$ cat config.mk
export PLATFORM = sky130hd
export DESIGN_NAME = mmv_input_packer
export DESIGN_NICKNAME = d
export VERILOG_FILES = /design/src/rtl/mmv_swu_pkg.sv /design/src/rtl/mmv_input_packer.sv
export SDC_FILE = /design/constraint.sdc
export NUM_CORES = 1
export LEC_CHECK = 0
export CORE_UTILIZATION = 45
export CTS_CLUSTER_DIAMETER = 60
export DETAILED_ROUTE_END_ITERATION = 7
export GPL_TIMING_DRIVEN = 1
export PLACE_DENSITY = 0.69
export SETUP_SLACK_MARGIN = 0.3
export SYNTH_ARGS = -nofsm -noshare
export SYNTH_HDL_FRONTEND = slang
export SYNTH_SLANG_ARGS = --single-unit
$ cat constraint.sdc
create_clock -name clk -period 3.2 [get_ports clk]
set_input_delay 0.32 -clock clk [delete_from_list [all_inputs] [get_ports clk]]
set_output_delay 0.32 -clock clk [all_outputs]
set_load 0.01 [all_outputs]
$ cat src/rtl/mmv_swu_pkg.sv
`default_nettype none
// ============================================================================
// Module      : mmv_swu_pkg
// Description : Shared sizing helpers for the MMV sliding-window unit and its
//               input packer (frame beat/word counts, counter widths).
// Revision    : 1.0 - initial release
// ============================================================================
package mmv_swu_pkg;

  function automatic int ceil_div(input int num, input int den);
    return (num + den - 1) / den;
  endfunction

  // $clog2(1) is 0; a counter still needs one bit to exist.
  function automatic int safe_clog2(input int value);
    return (value <= 1) ? 1 : $clog2(value);
  endfunction

  function automatic int frame_beats(input int height, input int width,
                                     input int channels, input int simd);
    return height * width * channels / simd;
  endfunction

  function automatic int frame_words(input int beats, input int mmv);
    return ceil_div(beats, mmv);
  endfunction

  function automatic int frame_remainder(input int beats, input int mmv);
    return beats % mmv;
  endfunction

  function automatic int lane_width(input int mmv);
    return safe_clog2(mmv);
  endfunction

  function automatic int beat_width(input int beats);
    return safe_clog2(beats);
  endfunction

  function automatic int word_width(input int simd, input int precision, input int mmv);
    return simd * precision * mmv;
  endfunction

endpackage
`default_nettype wire

$ cat src/rtl/mmv_input_packer.sv
`default_nettype none
// ============================================================================
// Module      : mmv_input_packer
// Description : Packs MMV consecutive SIMD-wide beats into one output word,
//               zero-padding the final word of a frame and flagging it last.
// Revision    : 1.0 - initial release
// ============================================================================
module mmv_input_packer
  import mmv_swu_pkg::*;
#(
  parameter int SIMD         = 1,
  parameter int IP_PRECISION = 8,
  parameter int MMV          = 2,
  parameter int IFMChannels  = 2,
  parameter int IFMWidth     = 8,
  parameter int IFMHeight    = 8
) (
  input  logic                                clk,
  input  logic                                reset,
  input  logic [SIMD*IP_PRECISION-1:0]        ip_axis_tdata,
  input  logic                                ip_axis_tvalid,
  output logic                                ip_axis_tready,
  output logic [MMV*SIMD*IP_PRECISION-1:0]    op_axis_tdata,
  output logic                                op_axis_tvalid,
  input  logic                                op_axis_tready,
  output logic                                op_axis_tlast
);

  localparam int c_n_beats = frame_beats(IFMHeight, IFMWidth, IFMChannels, SIMD);
  localparam int c_beat_w  = beat_width(c_n_beats);
  localparam int c_lane_w  = lane_width(MMV);
  localparam int c_beat_lb = SIMD * IP_PRECISION;
  localparam int c_word_w  = word_width(SIMD, IP_PRECISION, MMV);

  localparam logic [c_beat_w-1:0] c_last_beat = c_beat_w'(c_n_beats - 1);
  localparam logic [c_lane_w-1:0] c_last_lane = c_lane_w'(MMV - 1);

  logic [c_lane_w-1:0] r_lane;
  logic [c_beat_w-1:0] r_beat;
  logic [c_word_w-1:0] r_acc;
  logic [c_word_w-1:0] r_out;
  logic                r_valid;
  logic                r_last;

  logic                w_in_fire;
  logic                w_out_fire;
  logic                w_frame_end;
  logic                w_closing;
  logic [c_word_w-1:0] w_merged;

  assign ip_axis_tready = ~reset & (~r_valid | op_axis_tready);
  assign w_in_fire      = ip_axis_tvalid & ip_axis_tready;
  assign w_out_fire     = r_valid & op_axis_tready;
  assign w_frame_end    = (r_beat == c_last_beat);
  assign w_closing      = w_in_fire & ((r_lane == c_last_lane) | w_frame_end);

  // Lanes above the current one are still zero in r_acc, which gives the
  // padding of a short final word for free.
  for (genvar k = 0; k < MMV; k++) begin : g_lane
    assign w_merged[k*c_beat_lb +: c_beat_lb] =
      (r_lane == c_lane_w'(k)) ? ip_axis_tdata : r_acc[k*c_beat_lb +: c_beat_lb];
  end

  always_ff @(posedge clk) begin
    if (reset) begin
      r_lane  <= '0;
      r_beat  <= '0;
      r_acc   <= '0;
      r_out   <= '0;
      r_valid <= 1'b0;
      r_last  <= 1'b0;
    end else begin
      if (w_in_fire) begin
        r_beat <= w_frame_end ? '0 : r_beat + 1'b1;
        if (w_closing) begin
          r_lane <= '0;
          r_acc  <= '0;
        end else begin
          r_lane <= r_lane + 1'b1;
          r_acc  <= w_merged;
        end
      end

      if (w_closing) begin
        r_out   <= w_merged;
        r_valid <= 1'b1;
        r_last  <= w_frame_end;
      end else if (w_out_fire) begin
        r_valid <= 1'b0;
      end
    end
  end

  assign op_axis_tdata  = r_out;
  assign op_axis_tvalid = r_valid;
  assign op_axis_tlast  = r_last;

endmodule
`default_nettype wire

# After elaboration in Yosys (flattened, before gate mapping)
# Index checks and enable logic that the tools add are counted.
dict set report op_classes {
  n_eq_ne 1
  n_addsub 2
  n_reduce_logical 1
  n_bitwise 8
  n_mux 7
}
# cell n
set op_table {}
lappend op_table {{$mux 16} 1}
lappend op_table {{$mux 8} 2}
lappend op_table {{$add 7x1->7 const B} 1}
lappend op_table {{$eq 7x7->1 const B} 1}
lappend op_table {{$mux 7} 1}
lappend op_table {{$and 1x1->1} 4}
lappend op_table {{$mux 1} 3}
lappend op_table {{$not 1->1} 2}
lappend op_table {{$or 1x1->1} 2}
lappend op_table {{$reduce_bool 2->1} 1}
lappend op_table {{$add 1x1->1 const B} 1}
dict set report word_totals {
  register_bits 42
  wordCells 25
  in_bits 12
  out_inout_bits 19
}

# Depth between registers and ports, before layout
dict set report logic_depth {
  depth_word 6
  ltp_mapped 7
  depth_no_buf 5
}

# Least setup slack after synthesis
# OpenSTA, ideal clock, no wires.
dict set report synth_timing {
  path_type {register to register}
  start {register r_beat[0]}
  end {register r_out[5] (netlist: op_axis_tdata[5])}
  arrival_ns 1.426
  required_ns 3.066
  slack_ns 1.641
  setup_time_ns 0.134
  period_less_slack_ns 1.559
  stages_incl_launch_ff 8
  cell_sequence {dfxtp_1 -> ha_1 -> nand3_2 -> or2_1 -> buf_6 -> buf_6 -> o41ai_1 -> nor4_1}
}
dict set report synth_via {
  elab_chain_len 3
}
# element line
set synth_lines {}
lappend synth_lines {{start: declaration} mmv_input_packer.sv:39} ;# logic [c_beat_w-1:0] r_beat;
lappend synth_lines {{start signal: assignment} mmv_input_packer.sv:74} ;# r_beat <= w_frame_end ? '0 : r_beat + 1'b1;
lappend synth_lines {{$eq 7x7->1} mmv_input_packer.sv:54} ;# assign w_frame_end = (r_beat == c_last_beat);
lappend synth_lines {{$or 1x1->1} mmv_input_packer.sv:55} ;# assign w_closing = w_in_fire & ((r_lane == c_last_lane) | w_frame_end);
lappend synth_lines {{$and 1x1->1} mmv_input_packer.sv:55}
lappend synth_lines {{end signal: assignment} mmv_input_packer.sv:85} ;# r_out <= w_merged;
lappend synth_lines {{end: declaration} mmv_input_packer.sv:41} ;# logic [c_word_w-1:0] r_out;
# Every way passes these cells.
# A chain may end at the register's enable or synchronous reset.

# Final worst setup path
dict set report layout_timing {
  start {register r_beat[0]}
  end {register r_out[14] (netlist: op_axis_tdata[14])}
}
# The elaborated chain is that of the path after synthesis.

==> metrics <==
CP Capture Type flip-flop; H-tree depth 2; drt first-iter violations 149; Inserted Clock Buffers 5; post-synth cell types 36; Worst-Margin Slew 0.664 ns; layout cells sized above 1 7.56%; Max Fclk 486 MHz; post-route DRC violation count 0; Final Cycle Share 64.3%; row cnt 23; Pre-antenna DRT Iters 4; CTS tree done; RSZ-0062 raised after global routing false; area of the core 0.00400 sq mm; highest-count cells in the layout ignoring fill and taps dfxtp_1, clkdlybuf4s50_1, nor2_1; fin nets 250; vias in the first global route 1531; mux contribution to synthesized area 0%; Compound-Gate Fraction of Synth Area 20.3%; dpl cells 280; critical path launch point type flip-flop; initial antenna violation count 0; HP Class reg2reg; Die ar. 0.00441 sq mm; Worst EP required 3.38 ns; Worst-path clk slew 0.07 ns; largest net degree at the start of global routing 36; Yosys top cell area share 45.1%; commonest non-fill, non-tap cell in the layout dfxtp_1; YS warnings 0; crit path DAT 2.24 ns; hold_buf cts 0; Cell Area, Synth 0.00187 sq mm; hold path depth 1; Leak 0.756 nW; asr flop ratio synth 0%; setup TNS 0 ns; hpwl dp 2950 um; Synth Instances 211; status finished, final reports clean; fillers 377; port buffer count 30; # setup viols final 0; Clk Latency, worst-skew pair 0.30 ns; Final min period 2.06 ns; post-synthesis register bit count 42; Resized Gates After CTS 0; Slew HR 55.8%; Mapped Nets 224; PwrDens 470 mW/mm^2; Final Max Tran Viols 0; DR WL/cell 15.3 um; Tot GR Track Use 22.5%; final non-filler cell total 288; vias per cell 5.92; Die Width 66.4 um; Sink Count 42; post-route ant nets 0; total wire length 4410 um; Diodes inserted 0; syn avg cell area 8.84 sq um; io pins 31; top cells by area, synth dfxtp_1, nor2_1, o41ai_1; number of max-cap violations 0; final core utilization 56.9%; WS Path Type reg2reg; die height 66.4 um; synthesis-to-finish area growth 22.1%; Synth area leader dfxtp_1; critical path fanouts, max 18; postcts setup bufs 0; clk_skew 0.0115 ns; VDD IR max 0.288 mV; global-route wire length before repair 7390 um; Final Hold Viols 0; post-synthesis xor/xnor area fraction 0.939%; Synth Flop Type dfxtp_1; initial cell density of the core 46.6%; sequential-to-total area share from yosys stat 45.1%; grt ovf 0; Placer Congestion 0.811; number of synthesized flops with an enable pin 0; largest family of logic cells by synthesized area simple AND/OR/NAND/NOR gates; simple-gate share of the synthesized area 28.4%; fraction of the mapped netlist area in adder cells 0.671%; vias post-DR 1705; clock root buffer clkbuf_8; r2r worst-path depth 5; CTS Buffer Depth 2
==> cell usage after synthesis (3+ instances only) <==
library cell  number
o22ai_1            5
o31ai_1            7
a22o_1             8
clkbuf_1           8
and2_1             8
nor4_1            11
or4_1              6
buf_2              4
a21oi_1            4
nor2_1            27
o21ai_0           11
nand2_1            8
nand3_1            3
dfxtp_1           42
o41ai_1           11
nor3_1            13
nor3b_1           11
==> sequential cells by signal, indices dropped and copies added, names as in the netlist <==
name and flops:
r_beat 7, op_axis_tdata 16, op_axis_tvalid 1, r_lane 1, r_acc 16, op_axis_tlast 1
==> cell type report <==
| class | count | area [sq um] | area share [%] |
|---|---|---|---|
| Clock buffer | 6 | 82.6 | 3.63 |
| Inverter | 1 | 3.75 | 0.165 |
| Multi-Input combinational cell | 152 | 937 | 41.2 |
| Tap cell | 50 | 62.6 | 2.75 |
| Sequential cell | 42 | 841 | 36.9 |
| Timing Repair Buffer | 35 | 338 | 14.8 |
| Clock inverter | 2 | 12.5 | 0.549 |
==> logic make-up after synthesis <==
group,after synthesis
and+or+nand+nor,96
AOI/OAI and AO/OA,53
DFF,42
buffers and inverters,17
xor gates and xnor gates,2
adders and majority gates,1
==> worst paths after layout <==
| check | from | to | slack, ns |
|---|---|---|---|
| worst max-delay path | r_beat[0] | op_axis_tdata[14] | 1.14 |
| worst min-delay path | r_acc[11] | r_acc[11] | 0.46 |
| worst max register to register | r_beat[0] | op_axis_tdata[14] | 1.14 |
| worst min register to register | r_acc[11] | r_acc[11] | 0.46 |
==> power breakdown <==
group	switching [W]	internal (W)	total, W
sequential	0.0000152	0.000541	0.000556
clock	0.000182	0.000173	0.000355
combinational	0.0000839	0.0000744	0.000158
total	0.000281	0.000789	0.00107
==> per-stage QoR <==
stage               setup slack (ns)  cell area (sq um)  hold slack, ns  power, W
CTS                             1.15               2280           0.466   0.00108
finish                          1.14               2280           0.464   0.00107
global placement               0.887               2180           0.437  0.000723
detailed placement             0.846               2180           0.447  0.000725
global route                   0.952               2280           0.478   0.00113
floorplan                       1.64               1870           0.421  0.000667
==> routing by layer <==
metal,wire [um],global-route usage (%),vias to the layer above
li1,-,-,854
met1,2230,30.4,808
met2,1960,33.5,38
met3,168,5.86,5
met4,48,9.31,0
met5,0,0,-
==> worst max-delay path, cell delays in order, from the launching register on <==
cell,delay (ns)
dfxtp_1,0.38
ha_1,0.23
nand3_2,0.28
or2_1,0.57
o41ai_1,0.39
nor4_1,0.08
No activity file was read; power rests on OpenSTA's default activity.
